File: config.mk
export PLATFORM = sky130hd
export DESIGN_NAME = omsp_spm_control
export DESIGN_NICKNAME = d
export VERILOG_FILES = /design/src/rtl/omsp_spm_control_pkg.sv /design/src/rtl/omsp_spm_range_ovl.sv /design/src/rtl/omsp_spm_control.sv
export SDC_FILE = /design/constraint.sdc
export NUM_CORES = 1
export LEC_CHECK = 0
export CORE_UTILIZATION = 25
export DETAILED_ROUTE_END_ITERATION = 8
export SLEW_MARGIN = 20
export SYNTH_ARGS = -nofsm -noshare
export SYNTH_HDL_FRONTEND = slang
export SYNTH_SLANG_ARGS = --single-unit
File: constraint.sdc
create_clock -name mclk -period 12.2 [get_ports mclk]
set_input_delay 2.44 -clock mclk [delete_from_list [all_inputs] [get_ports mclk]]
set_output_delay 2.44 -clock mclk [all_outputs]
set_load 0.05 [all_outputs]
File: src/rtl/omsp_spm_control_pkg.sv
// Shared definitions for the SPM protection-slot sequencer: FSM state
// encoding, result codes, operation encoding and a small address helper.
package omsp_spm_control_pkg;

    // Sequencer states, in the order a protect request walks through them.
    typedef enum logic [2:0] {
        ST_IDLE   = 3'd0,
        ST_CHECK  = 3'd1,
        ST_SCAN   = 3'd2,
        ST_COMMIT = 3'd3,
        ST_DONE   = 3'd4
    } spm_state_e;

    // Result codes reported alongside the done pulse.
    typedef enum logic [1:0] {
        ERR_NONE    = 2'd0,
        ERR_LAYOUT  = 2'd1,
        ERR_OVERLAP = 2'd2,
        ERR_NOSLOT  = 2'd3
    } spm_err_e;

    // Operation requested by the execution unit (req_protect value).
    localparam logic OP_UNPROTECT = 1'b0;
    localparam logic OP_PROTECT   = 1'b1;

    // True when addr lies in the half-open window [s, e).
    function automatic logic in_range(input logic [15:0] addr,
                                      input logic [15:0] s,
                                      input logic [15:0] e);
        return (s <= addr) && (addr < e);
    endfunction

endpackage

File: src/rtl/omsp_spm_range_ovl.sv
// Combinational overlap test between two half-open address ranges
// [a,b) and [c,d). An empty range (start==end) never overlaps anything,
// so both ranges must be non-empty before the crossing test counts.
module omsp_spm_range_ovl (
    input  logic [15:0] a,
    input  logic [15:0] b,
    input  logic [15:0] c,
    input  logic [15:0] d,
    output logic        hit
);

    // Unsigned compare; the non-empty terms keep start==end ranges inert.
    always_comb begin
        hit = (a < b) && (c < d) && (a < d) && (c < b);
    end

endmodule

File: src/rtl/omsp_spm_control.sv
// Sequencer for the bank of SPM protection slots. A protect request
// validates the new layout, scans every slot for overlap and a free slot,
// then programs one slot. An unprotect request finds the slot whose public
// section contains pc and clears it. Slot readback is combinational on
// scan_idx; the layout to be written travels to the slots on r12..r15.
module omsp_spm_control
    import omsp_spm_control_pkg::*;
#(
    parameter int NB_SPMS   = 4,
    parameter int SPM_IDX_W = 2
) (
    input  logic                 mclk,
    input  logic                 puc_rst_n,
    input  logic [15:0]          pc,
    input  logic                 req_start,
    input  logic                 req_protect,
    input  logic [15:0]          r12,
    input  logic [15:0]          r13,
    input  logic [15:0]          r14,
    input  logic [15:0]          r15,
    output logic [SPM_IDX_W-1:0] scan_idx,
    input  logic                 rd_enabled,
    input  logic [15:0]          rd_pub_start,
    input  logic [15:0]          rd_pub_end,
    input  logic [15:0]          rd_priv_start,
    input  logic [15:0]          rd_priv_end,
    output logic [NB_SPMS-1:0]   slot_update,
    output logic                 slot_enable,
    output logic                 busy,
    output logic                 done,
    output logic [1:0]           err,
    output logic [3:0]           spm_id,
    output logic [2:0]           dbg_state
);

    localparam logic [SPM_IDX_W-1:0] LAST_IDX = SPM_IDX_W'(NB_SPMS - 1);

    spm_state_e           state, state_d;
    spm_err_e             err_q, err_d;
    logic                 op_q;
    logic [15:0]          pc_q;
    logic [15:0]          pub_s, pub_e, priv_s, priv_e;
    logic [SPM_IDX_W-1:0] scan_cnt, scan_d;
    logic [SPM_IDX_W-1:0] target_q, target_d;
    logic                 ovl_q, ovl_d;
    logic                 found_q, found_d;
    logic                 load;

    logic                 self_check;
    logic [15:0]          pp_c, pp_d;
    logic                 hit_pp, hit_pv, hit_vp, hit_vv;
    logic                 slot_hit, pc_hit, layout_bad;

    // In CHECK the first comparator is borrowed to test the new public
    // section against the new private section; during SCAN it compares
    // the new public section against the slot's public section.
    assign self_check = (state == ST_CHECK);
    assign pp_c       = self_check ? priv_s : rd_pub_start;
    assign pp_d       = self_check ? priv_e : rd_pub_end;

    omsp_spm_range_ovl u_ovl_pp (.a(pub_s),  .b(pub_e),  .c(pp_c),          .d(pp_d),        .hit(hit_pp));
    omsp_spm_range_ovl u_ovl_pv (.a(pub_s),  .b(pub_e),  .c(rd_priv_start), .d(rd_priv_end), .hit(hit_pv));
    omsp_spm_range_ovl u_ovl_vp (.a(priv_s), .b(priv_e), .c(rd_pub_start),  .d(rd_pub_end),  .hit(hit_vp));
    omsp_spm_range_ovl u_ovl_vv (.a(priv_s), .b(priv_e), .c(rd_priv_start), .d(rd_priv_end), .hit(hit_vv));

    assign slot_hit   = rd_enabled && (hit_pp || hit_pv || hit_vp || hit_vv);
    assign pc_hit     = rd_enabled && in_range(pc_q, rd_pub_start, rd_pub_end);
    assign layout_bad = (pub_s >= pub_e) || (priv_s >= priv_e) || hit_pp;

    // Next-state and scan bookkeeping; the flags accumulate across SCAN
    // and the decision on the last slot includes that slot's own result.
    always_comb begin
        state_d  = state;
        err_d    = err_q;
        ovl_d    = ovl_q;
        found_d  = found_q;
        target_d = target_q;
        scan_d   = scan_cnt;
        load     = 1'b0;
        case (state)
            ST_IDLE: begin
                scan_d   = '0;
                ovl_d    = 1'b0;
                found_d  = 1'b0;
                target_d = '0;
                err_d    = ERR_NONE;
                if (req_start) begin
                    load    = 1'b1;
                    state_d = req_protect ? ST_CHECK : ST_SCAN;
                end
            end
            ST_CHECK: begin
                if (layout_bad) begin
                    err_d   = ERR_LAYOUT;
                    state_d = ST_DONE;
                end else begin
                    state_d = ST_SCAN;
                end
            end
            ST_SCAN: begin
                if (op_q == OP_PROTECT) begin
                    if (slot_hit) begin
                        ovl_d = 1'b1;
                    end
                    if (!rd_enabled && !found_q) begin
                        found_d  = 1'b1;
                        target_d = scan_cnt;
                    end
                end else if (pc_hit && !found_q) begin
                    found_d  = 1'b1;
                    target_d = scan_cnt;
                end
                if (scan_cnt == LAST_IDX) begin
                    scan_d = '0;
                    if (ovl_d) begin
                        err_d   = ERR_OVERLAP;
                        state_d = ST_DONE;
                    end else if (!found_d) begin
                        err_d   = ERR_NOSLOT;
                        state_d = ST_DONE;
                    end else begin
                        state_d = ST_COMMIT;
                    end
                end else begin
                    scan_d = scan_cnt + 1'b1;
                end
            end
            ST_COMMIT: state_d = ST_DONE;
            ST_DONE:   state_d = ST_IDLE;
            default:   state_d = ST_IDLE;
        endcase
    end

    // State, latched request and scan/result registers.
    always_ff @(posedge mclk) begin
        if (!puc_rst_n) begin
            state    <= ST_IDLE;
            err_q    <= ERR_NONE;
            op_q     <= OP_UNPROTECT;
            pc_q     <= '0;
            pub_s    <= '0;
            pub_e    <= '0;
            priv_s   <= '0;
            priv_e   <= '0;
            scan_cnt <= '0;
            target_q <= '0;
            ovl_q    <= 1'b0;
            found_q  <= 1'b0;
        end else begin
            state    <= state_d;
            err_q    <= err_d;
            scan_cnt <= scan_d;
            target_q <= target_d;
            ovl_q    <= ovl_d;
            found_q  <= found_d;
            if (load) begin
                op_q   <= req_protect;
                pc_q   <= pc;
                pub_s  <= r12;
                pub_e  <= r13;
                priv_s <= r14;
                priv_e <= r15;
            end
        end
    end

    // Outputs decoded from state; strobes are suppressed while reset is
    // held so an aborted request never commits or completes.
    always_comb begin
        slot_update = '0;
        if ((state == ST_COMMIT) && puc_rst_n) begin
            for (int i = 0; i < NB_SPMS; i++) begin
                if (target_q == SPM_IDX_W'(i)) begin
                    slot_update[i] = 1'b1;
                end
            end
        end
    end

    assign slot_enable = (state == ST_COMMIT) ? op_q : 1'b0;
    assign busy        = (state != ST_IDLE);
    assign done        = (state == ST_DONE) && puc_rst_n;
    assign err         = done ? err_q : ERR_NONE;
    assign spm_id      = (done && (err_q == ERR_NONE)) ? (4'(target_q) + 4'd1) : 4'd0;
    assign scan_idx    = (state == ST_SCAN) ? scan_cnt : '0;
    assign dbg_state   = state;

endmodule

**Yosys cells after proc, flatten, opt, wreduce, memory -nomap -nowiden**

Cells that the tools add are included.

- Bits of input ports: 149
- Logic and storage cells: 121
- Output and inout bits: 18
- Bits in registers: 92

- Mux-type cells: 40
- Add/subtract/negate cells: 2
- $lt $le $gt $ge: 17
- Reductions and logical operators: 36
- Equal/unequal tests: 14

Operator list:

| kind | number |
|---|---|
| 16-bit < comparator | 14 |
| 16-bit greater-or-equal comparator | 2 |
| 16-bit 2-to-1 mux | 2 |
| 2-bit 2-to-1 mux | 11 |
| 1-bit logical AND | 20 |
| 3-bit 2-to-1 mux | 6 |
| 16-bit less-or-equal comparator | 1 |
| 1-bit 2-to-1 mux | 14 |
| 3-bit case mux with 4 select lines | 1 |
| 3-bit != test, second input constant | 3 |
| 2-bit case mux with 2 select lines | 2 |
| 2-bit equality test, second input constant | 3 |
| 3-bit by 2-bit equality test with 1-bit output, second input constant | 2 |
| 2-bit case mux with 3 select lines | 1 |
| 3-bit nonzero test | 2 |
| 1-bit logical OR | 5 |
| 2-bit zero test | 2 |
| 4-bit 2-to-1 mux | 1 |
| 2-bit != test, second input constant | 2 |
| 1-bit case mux with 2 select lines | 2 |
| 4-bit AND reduction | 1 |
| 2-bit by 1-bit adder with 3-bit output, second input constant | 1 |
| 3-bit by 1-bit equality test with 1-bit output, second input constant | 1 |
| 3-bit equality test, second input constant | 1 |
| 8 further kinds | 9 |

**Depth between registers and ports, before layout**

Gate-level depths: netlist of the first run.

- Depth after elaboration: 16
- Gate-level depth with buffers: 15
- Mapped depth without buffers: 12

**Modules after synthesis**

A second synthesis of the first run with hierarchy kept.

- Cells, all modules: 1450
- Area, all modules: 11172.0 um^2

By module, submodules not included:

| module | times used | sequential area each (um^2) | cells each | area each (um^2) |
|---|---|---|---|---|
| omsp_spm_control | 1 | 1841.8 | 730 | 5631.7 |
| omsp_spm_range_ovl | 4 | 0.0 | 180 | 1385.1 |

**Worst setup path before layout of the first run**

OpenSTA, ideal clock, no wires.

- Path kind: input -> output
- Start: in puc_rst_n
- End: out spm_id[0]
- Path slack: 5.455 ns
- Stages: 3
- Arrival: 4.305 ns
- Required time: 9.760 ns
- Cell sequence: clkbuf_1 nand3_1 nor4_1

- Cells in the longest elaborated chain, start to end: 3

Ends and longest elaborated chain:

| element | RTL line | text |
|---|---|---|
| from (decl) | omsp_spm_control.sv:13 | `input logic puc_rst_n,` |
| 1-bit logical AND | omsp_spm_control.sv:182 | `assign done = (state == ST_DONE) && puc_rst_n;` |
| 1-bit logical AND | omsp_spm_control.sv:184 | `assign spm_id = (done && (err_q == ERR_NONE)) ? (4'(target_q) + 4'd1) : 4'd0;` |
| 3-bit 2-to-1 mux | omsp_spm_control.sv:184 |  |
| to (decl) | omsp_spm_control.sv:32 | `output logic [3:0] spm_id,` |

Every way passes these cells.

**Worst setup path in the final report of the first run**

- Start: in puc_rst_n
- End: out spm_id[2]

Same word-level chain as after synthesis.

==> flow_summary_export.csv, run 1 <==
group,metric,value,unit
outcome,status,"finished, final reports clean",
final_layout,layout-drive-gt1-share,0.0364,
timing,fin_crit,7100,ps
logic_synthesis,synth-edff-count,0,
drt,dr_total_vias,8821,
logic_synthesis,synth_top_area_cell,"ha_1",
final_layout,final_cells,1787,
clock_tree,cts.repair.resized,0,
grt,grt_first_pass_wirelength,48700,um
flow_run,cap_violations,0,
worst_hold_path,min_path_cells,2,
final_layout,fillCellCount,3908,
clock_tree,cts_tree,"built",
floorplanning,row_count,70,
final_layout,layout.nets,1694,
logic_synthesis,syn_inst,1170,
drt,dr.first_iter.drc_count,411,
timing,finalSetupViolations,0,
grt,grt_max_degree,94,
final_layout,diodes,0,
grt,overflow,0,
logic_synthesis,seq_area_frac_synth,0.197,
logic_synthesis,ys_ff_latch,92,
worst_setup_path,cp_data_arrival_time,4660,ps
logic_synthesis,syn_area,0.00933,mm^2
timing,hold_slack,467,ps
clock_tree,clk_latency,370,ps
logic_synthesis,synth_nets,1550,
timing,finalClockSkew,12.7,ps
timing,rsz0062_at_grt,"false",
drt,viasPerCell,4.94,
worst_setup_path,worstSetupEndpointType,"output port",
power_and_ir_drop,leakagePower,5.05,nW
clock_tree,cts.sinks,92,
timing,min_period_over_period,0.582,
clock_tree,max-clock-path-buffers,2,
power_and_ir_drop,p_total,1.59,mW
floorplanning,start_util,0.254,
floorplanning,core,0.0367,mm^2
grt,grt_use_total,0.167,
drt,dr.pass1.iters,5,
worst_hold_path,holdCritPathClass,"flop to flop",
logic_synthesis,synth.top_cell.area_share,0.310,
worst_setup_path,crit_type,"primary input to output port",
timing,final.setup.tns,0,ps
floorplanning,fp.dieArea,0.0381,mm^2
logic_synthesis,ys_types,70,
grt,antenna_found_initial,4,
clock_tree,post_cts_buffers,0,
drt,routedWlPerCell,17.8,um
drt,routed_wl,31800,um
timing,drv_slew,0,
clock_tree,cts_root_buf,"clkbuf_16",
final_layout,synthToLayoutAreaGrowth,26.2,%
worst_setup_path,crit_fanout,93,
power_and_ir_drop,p_per_area,135,mW/mm^2
place,hpwl,26500,um
drt,drc,0,
worst_setup_path,cp_data_required_time,9760,ps
clock_tree,h-tree-depth,3,
grt,grt_pass1_vias,8759,
logic_synthesis,synth_async_sr_flop_share,0,
timing,slew_headroom,0.395,
place,dp.cells,1771,
logic_synthesis,ys.flop_type,"dfxtp_1",
power_and_ir_drop,peakVddDrop,0.103,mV
clock_tree,clkTransAtPathRegs,70,ps
timing,finalHoldViolCount,0,
logic_synthesis,synth_area_leaders,"ha_1 31%, dfxtp_1 20%, nand2_1 8.8%",
place,gp_congestion,0.846,
place,io_buffers,165,
clock_tree,cts_hold_buf,0,
floorplanning,dieHeight,195,um
logic_synthesis,syn_avg_cell_area,7.98,um^2
timing,fmax,141,MHz
logic_synthesis,ys_warn_count,0,
final_layout,post-route-util,0.321,
drt,ant_nets,0,
floorplanning,io_pins,167,
timing,worstMarginPinSlew,907,ps
floorplanning,die_w,195,um
worst_setup_path,crit_path_start_kind,"primary input",
clock_tree,numCtsBuffers,9,
worst_setup_path,reg2regPathDepth,11,
==> stage by stage <==
step	area, um^2	setup slack [ps]
global route	11800	4820
global placement	11500	5140
CTS	11800	5020
detailed placement	11500	5030
finish	11800	5100
floorplan	9330	5460
==> area by class of cell <==
class	count	area, um^2	area share
clock buffer	11	253	0.0215
clock inverter	5	66.3	0.00563
inverter	98	368	0.0312
multi-input combinational	944	6980	0.593
sequential	92	1840	0.156
tap	468	586	0.0497
timing repair buffer	169	1680	0.142
==> placed cells by master (no fill, tap or decap), drive strengths merged, types with 3 or more instances in the layout <==
| cell | n |
|---|---|
| ha | 231 |
| nand2 | 219 |
| clkdlybuf4s50 | 164 |
| inv | 100 |
| dfxtp | 92 |
| a21boi | 87 |
| a21oi | 81 |
| nor2 | 42 |
| o21ai | 36 |
| nand4 | 26 |
| a21o | 22 |
| nor3 | 18 |
| nand3 | 18 |
| a211oi | 17 |
| mux2 | 15 |
| and2 | 13 |
| nand2b | 12 |
| clkbuf | 11 |
| nor2b | 8 |
| nor4 | 7 |
| a2111oi | 7 |
| and3 | 6 |
| a31oi | 6 |
| a211o | 6 |
| o211ai | 5 |
| buf | 5 |
| o21a | 4 |
| and4 | 4 |
| o221ai | 4 |
| mux2i | 4 |
| nor3b | 4 |
| o2111ai | 3 |
| a22oi | 3 |
==> power by group <==
group | leakage (nW) | internal, mW | switching (mW) | total, mW
registers | 0.754 | 0.359 | 0.0841 | 0.443
clock network | 0.154 | 0.173 | 0.136 | 0.309
logic | 4.14 | 0.343 | 0.493 | 0.835
total | 5.05 | 0.875 | 0.712 | 1.59
==> cell families (layout without fill, tap and decap cells) <==
group                    count (synthesis)  count (layout)  synth area share
flip-flops                              92              92             0.197
buffers and inverters                  134             283            0.0552
multiplexers                            19              19            0.0224
AND/OR/NAND/NOR                        387             387             0.192
adder cells (fa/ha/maj)                231             231             0.310
other                                    1               1          0.000402
AO/OA/AOI/OAI                          306             306             0.223
==> path summary, 6_finish.rpt <==
kind	startpoint	to	slack, ps
worst min-delay path	pub_e[12]$_SDFFE_PN0P_	pub_e[12]$_SDFFE_PN0P_	470
worst min register to register	pub_e[12]$_SDFFE_PN0P_	pub_e[12]$_SDFFE_PN0P_	470
worst max register to register	dbg_state[0]$_SDFFE_PN0P_	err_q[0]$_SDFFE_PN0P_	7780
worst max-delay path	puc_rst_n	spm_id[2]	5100
==> flip-flops by register name, indices dropped and copies added, names as in the netlist <==
name	count
dbg_state	3
err_q	2
found_q	1
op_q	1
ovl_q	1
pc_q	16
priv_e	16
priv_s	16
pub_e	16
pub_s	16
scan_cnt	2
target_q	2
==> cells in the mapped netlist, types with 4 or more instances <==
cell,number
o221ai_1,4
a21o_1,22
and3_1,6
mux2i_1,4
nand2b_1,12
buf_1,4
o211ai_1,5
o21a_1,4
mux2_2,15
a21boi_0,87
nor2_1,42
inv_1,98
nand3_1,17
clkbuf_1,29
nand2_1,219
a21oi_1,81
a211o_1,6
nor3_1,18
ha_1,231
and2_1,13
dfxtp_1,92
a2111oi_0,6
and4_1,4
a31oi_1,6
a211oi_1,16
o21ai_0,34
nor4_1,6
nand4_1,26
nor2b_1,8
==> metal layers <==
metal,GRT usage,vias up,share of wire
li1,-,4489,-
met1,0.201,4078,0.43
met5,0,-,0.0014
met4,0.0423,8,0.015
met2,0.303,207,0.50
met3,0.0311,39,0.053
==> worst max-delay path, stage by stage <==
cell and delay, ps:
buf_2 70, buf_4 600, nand3_1 270, nor3_1 280, and2_1 170, clkdlybuf4s50_1 800
Note: power is estimated with default switching activity, not from simulation.
==> run 2, diff against run 1 <==
==> constraint.sdc (replaced) <==
create_clock -name mclk -period 6.45 [get_ports mclk]
set_input_delay 1.29 -clock mclk [delete_from_list [all_inputs] [get_ports mclk]]
set_output_delay 1.29 -clock mclk [all_outputs]
set_load 0.05 [all_outputs]
==> run 2 against run 1 <==
  * Sequential power is 90% higher
  * Clock skew is 4.1 ps lower
  * Clock power is 87% higher
  * Die area stayed put
  * Register-to-register slack worse by 6000 ps
  * Worst setup slack worse by 3400 ps
  * Critical path type is now flop to flop
==> flow_summary_export.csv, run 2 (synthesis gave the netlist of run 1 again) <==
group,metric,value,unit
power_and_ir_drop,p_per_area,256,mW/mm^2
clock_tree,clkTransAtPathRegs,70,ps
power_and_ir_drop,peakVddDrop,0.194,mV
timing,rsz0062_at_grt,"false",
worst_hold_path,holdCritPathClass,"flop to flop",
worst_setup_path,critical-path-max-stage-delay,940,ps
timing,finalSetupViolations,0,
clock_tree,cts_hold_buf,0,
outcome,status,"finished, final reports clean",
timing,fmax,213,MHz
flow_run,cap_violations,0,
floorplanning,io_pins,167,
place,io_buffers,165,
final_layout,mostFrequentLayoutCells,"231 x ha_1, 218 x nand2_1, 164 x clkdlybuf4s50_1",
drt,routedWlPerCell,17.9,um
final_layout,layout-drive-gt1-share,0.0371,
grt,overflow,0,
timing,final.setup.tns,0,ps
power_and_ir_drop,p_total,3.01,mW
place,gp_congestion,0.832,
floorplanning,dieHeight,195,um
grt,antenna_found_initial,1,
timing,worstMarginPinSlew,1120,ps
drt,viasPerCell,4.92,
worst_setup_path,crit_buf_inv,0,
drt,dr.pass1.iters,5,
floorplanning,core,0.0367,mm^2
worst_setup_path,slowest_stage,"nor3b_4",
clock_tree,max-clock-path-buffers,2,
clock_tree,clk_latency,370,ps
final_layout,fillCellCount,3811,
drt,drc,0,
power_and_ir_drop,clock_power_share,0.193,
power_and_ir_drop,leakagePower,5.05,nW
clock_tree,cts_tree,"built",
clock_tree,h-tree-depth,3,
worst_setup_path,critPathTopFamily,"simple AND/OR/NAND/NOR gates",
power_and_ir_drop,pwr-share-comb,0.527,
grt,grt_max_degree,92,
drt,routed_wl,32100,um
drt,ant_nets,0,
power_and_ir_drop,pwr-share-seq,0.280,
place,hpwl,26900,um
timing,finalClockSkew,8.59,ps
final_layout,layout_commonest_cell,"ha_1",
floorplanning,fp.dieArea,0.0381,mm^2
worst_setup_path,crit_fanout,22,
worst_setup_path,crit_path_start_kind,"flop",
final_layout,final_cells,1788,
worst_setup_path,cp_cell_sequence,"nor3b_4, mux2_2, ha_1, a222oi_1, nor4b_1, nand4_1, nor4_4, nand3_2, a32o_1, a311oi_2",
grt,grt_first_pass_wirelength,49900,um
final_layout,layout.nets,1695,
worst_setup_path,cp_data_required_time,6730,ps
timing,fin_crit,4710,ps
grt,grt_pass1_vias,8962,
clock_tree,cts.sinks,92,
clock_tree,numCtsBuffers,9,
power_and_ir_drop,p_sw,1.36,mW
floorplanning,row_count,70,
drt,dr_total_vias,8794,
worst_setup_path,worstSetupEndpointType,"flop",
final_layout,diodes,0,
timing,drv_slew,0,
worst_setup_path,cp_data_arrival_time,4980,ps
clock_tree,cts.repair.resized,0,
power_and_ir_drop,switching_share,0.453,
worst_setup_path,crit_type,"flop to flop",
clock_tree,cts_root_buf,"clkbuf_16",
timing,min_period_over_period,0.729,
floorplanning,die_w,195,um
drt,dr.first_iter.drc_count,464,
place,dp.cells,1772,
clock_tree,post_cts_buffers,0,
timing,slew_headroom,0.234,
timing,finalHoldViolCount,0,
floorplanning,start_util,0.254,
final_layout,post-route-util,0.321,
final_layout,synthToLayoutAreaGrowth,26.1,%
grt,grt_use_total,0.170,
power_and_ir_drop,internal_power,1.65,mW
-- run 2: cell count changes in the layout (fill, tap and decap cells not counted), sizes merged --
cell    previous run  this run
buf                5         6
clkbuf            11        10
inv              100       101
-- run 2: worst paths after layout --
check	from	to	slack, ps	cells after the start
max	dbg_state[0]$_SDFFE_PN0P_	err_q[0]$_SDFFE_PN0P_	1740	10
min	pub_e[4]$_SDFFE_PN0P_	pub_e[4]$_SDFFE_PN0P_	470	2
max reg2reg	dbg_state[0]$_SDFFE_PN0P_	err_q[0]$_SDFFE_PN0P_	1740	10
min reg2reg	pub_e[4]$_SDFFE_PN0P_	pub_e[4]$_SDFFE_PN0P_	470	2
-- run 2: layer usage --
layer / vias to the layer above / share of wire / track usage / wire length (um)
met4: 2 / 0.017 / 0.0472 / 558
met1: 4058 / 0.43 / 0.206 / 13700
li1: 4493 / - / - / -
met2: 202 / 0.50 / 0.306 / 16100
met3: 39 / 0.053 / 0.0311 / 1700
met5: - / 0.00041 / 0 / 13
-- run 2: cell type report --
cell class | count | area [um^2] | share of cell area
inverter | 98 | 368 | 0.0312
clock buffer | 10 | 239 | 0.0203
sequential | 92 | 1840 | 0.156
timing repair buffer | 170 | 1680 | 0.143
tap | 468 | 586 | 0.0497
clock inverter | 6 | 68.8 | 0.00585
multi-input combinational | 944 | 6980 | 0.593
-- run 2: power groups by stage --
| stage | combinational (mW) | clock (mW) | sequential, mW |
|---|---|---|---|
| after floorplan | 1.10 | 0 | 0.789 |
| after global placement | 1.54 | 0 | 0.857 |
| after detailed placement | 1.58 | 0 | 0.858 |
| after CTS | 1.59 | 0.592 | 0.845 |
| after global routing | 1.82 | 0.613 | 0.858 |
| final | 1.59 | 0.579 | 0.842 |
-- run 2: worst min-delay path, delay by kind of cell (launching register included) --
kind	cells	cell delay (ps)
AO/OA/AOI/OAI	1	60
AND/OR/NAND/NOR	1	40
flip-flops	1	310
-- run 2: through the flow --
step	hold slack, ps	instance area [um^2]	setup slack, ps
detailed placement	459	11500	1720
global placement	457	11500	1760
CTS	469	11800	1790
floorplan	443	9330	2010
finish	467	11800	1740
global route	496	11800	1390
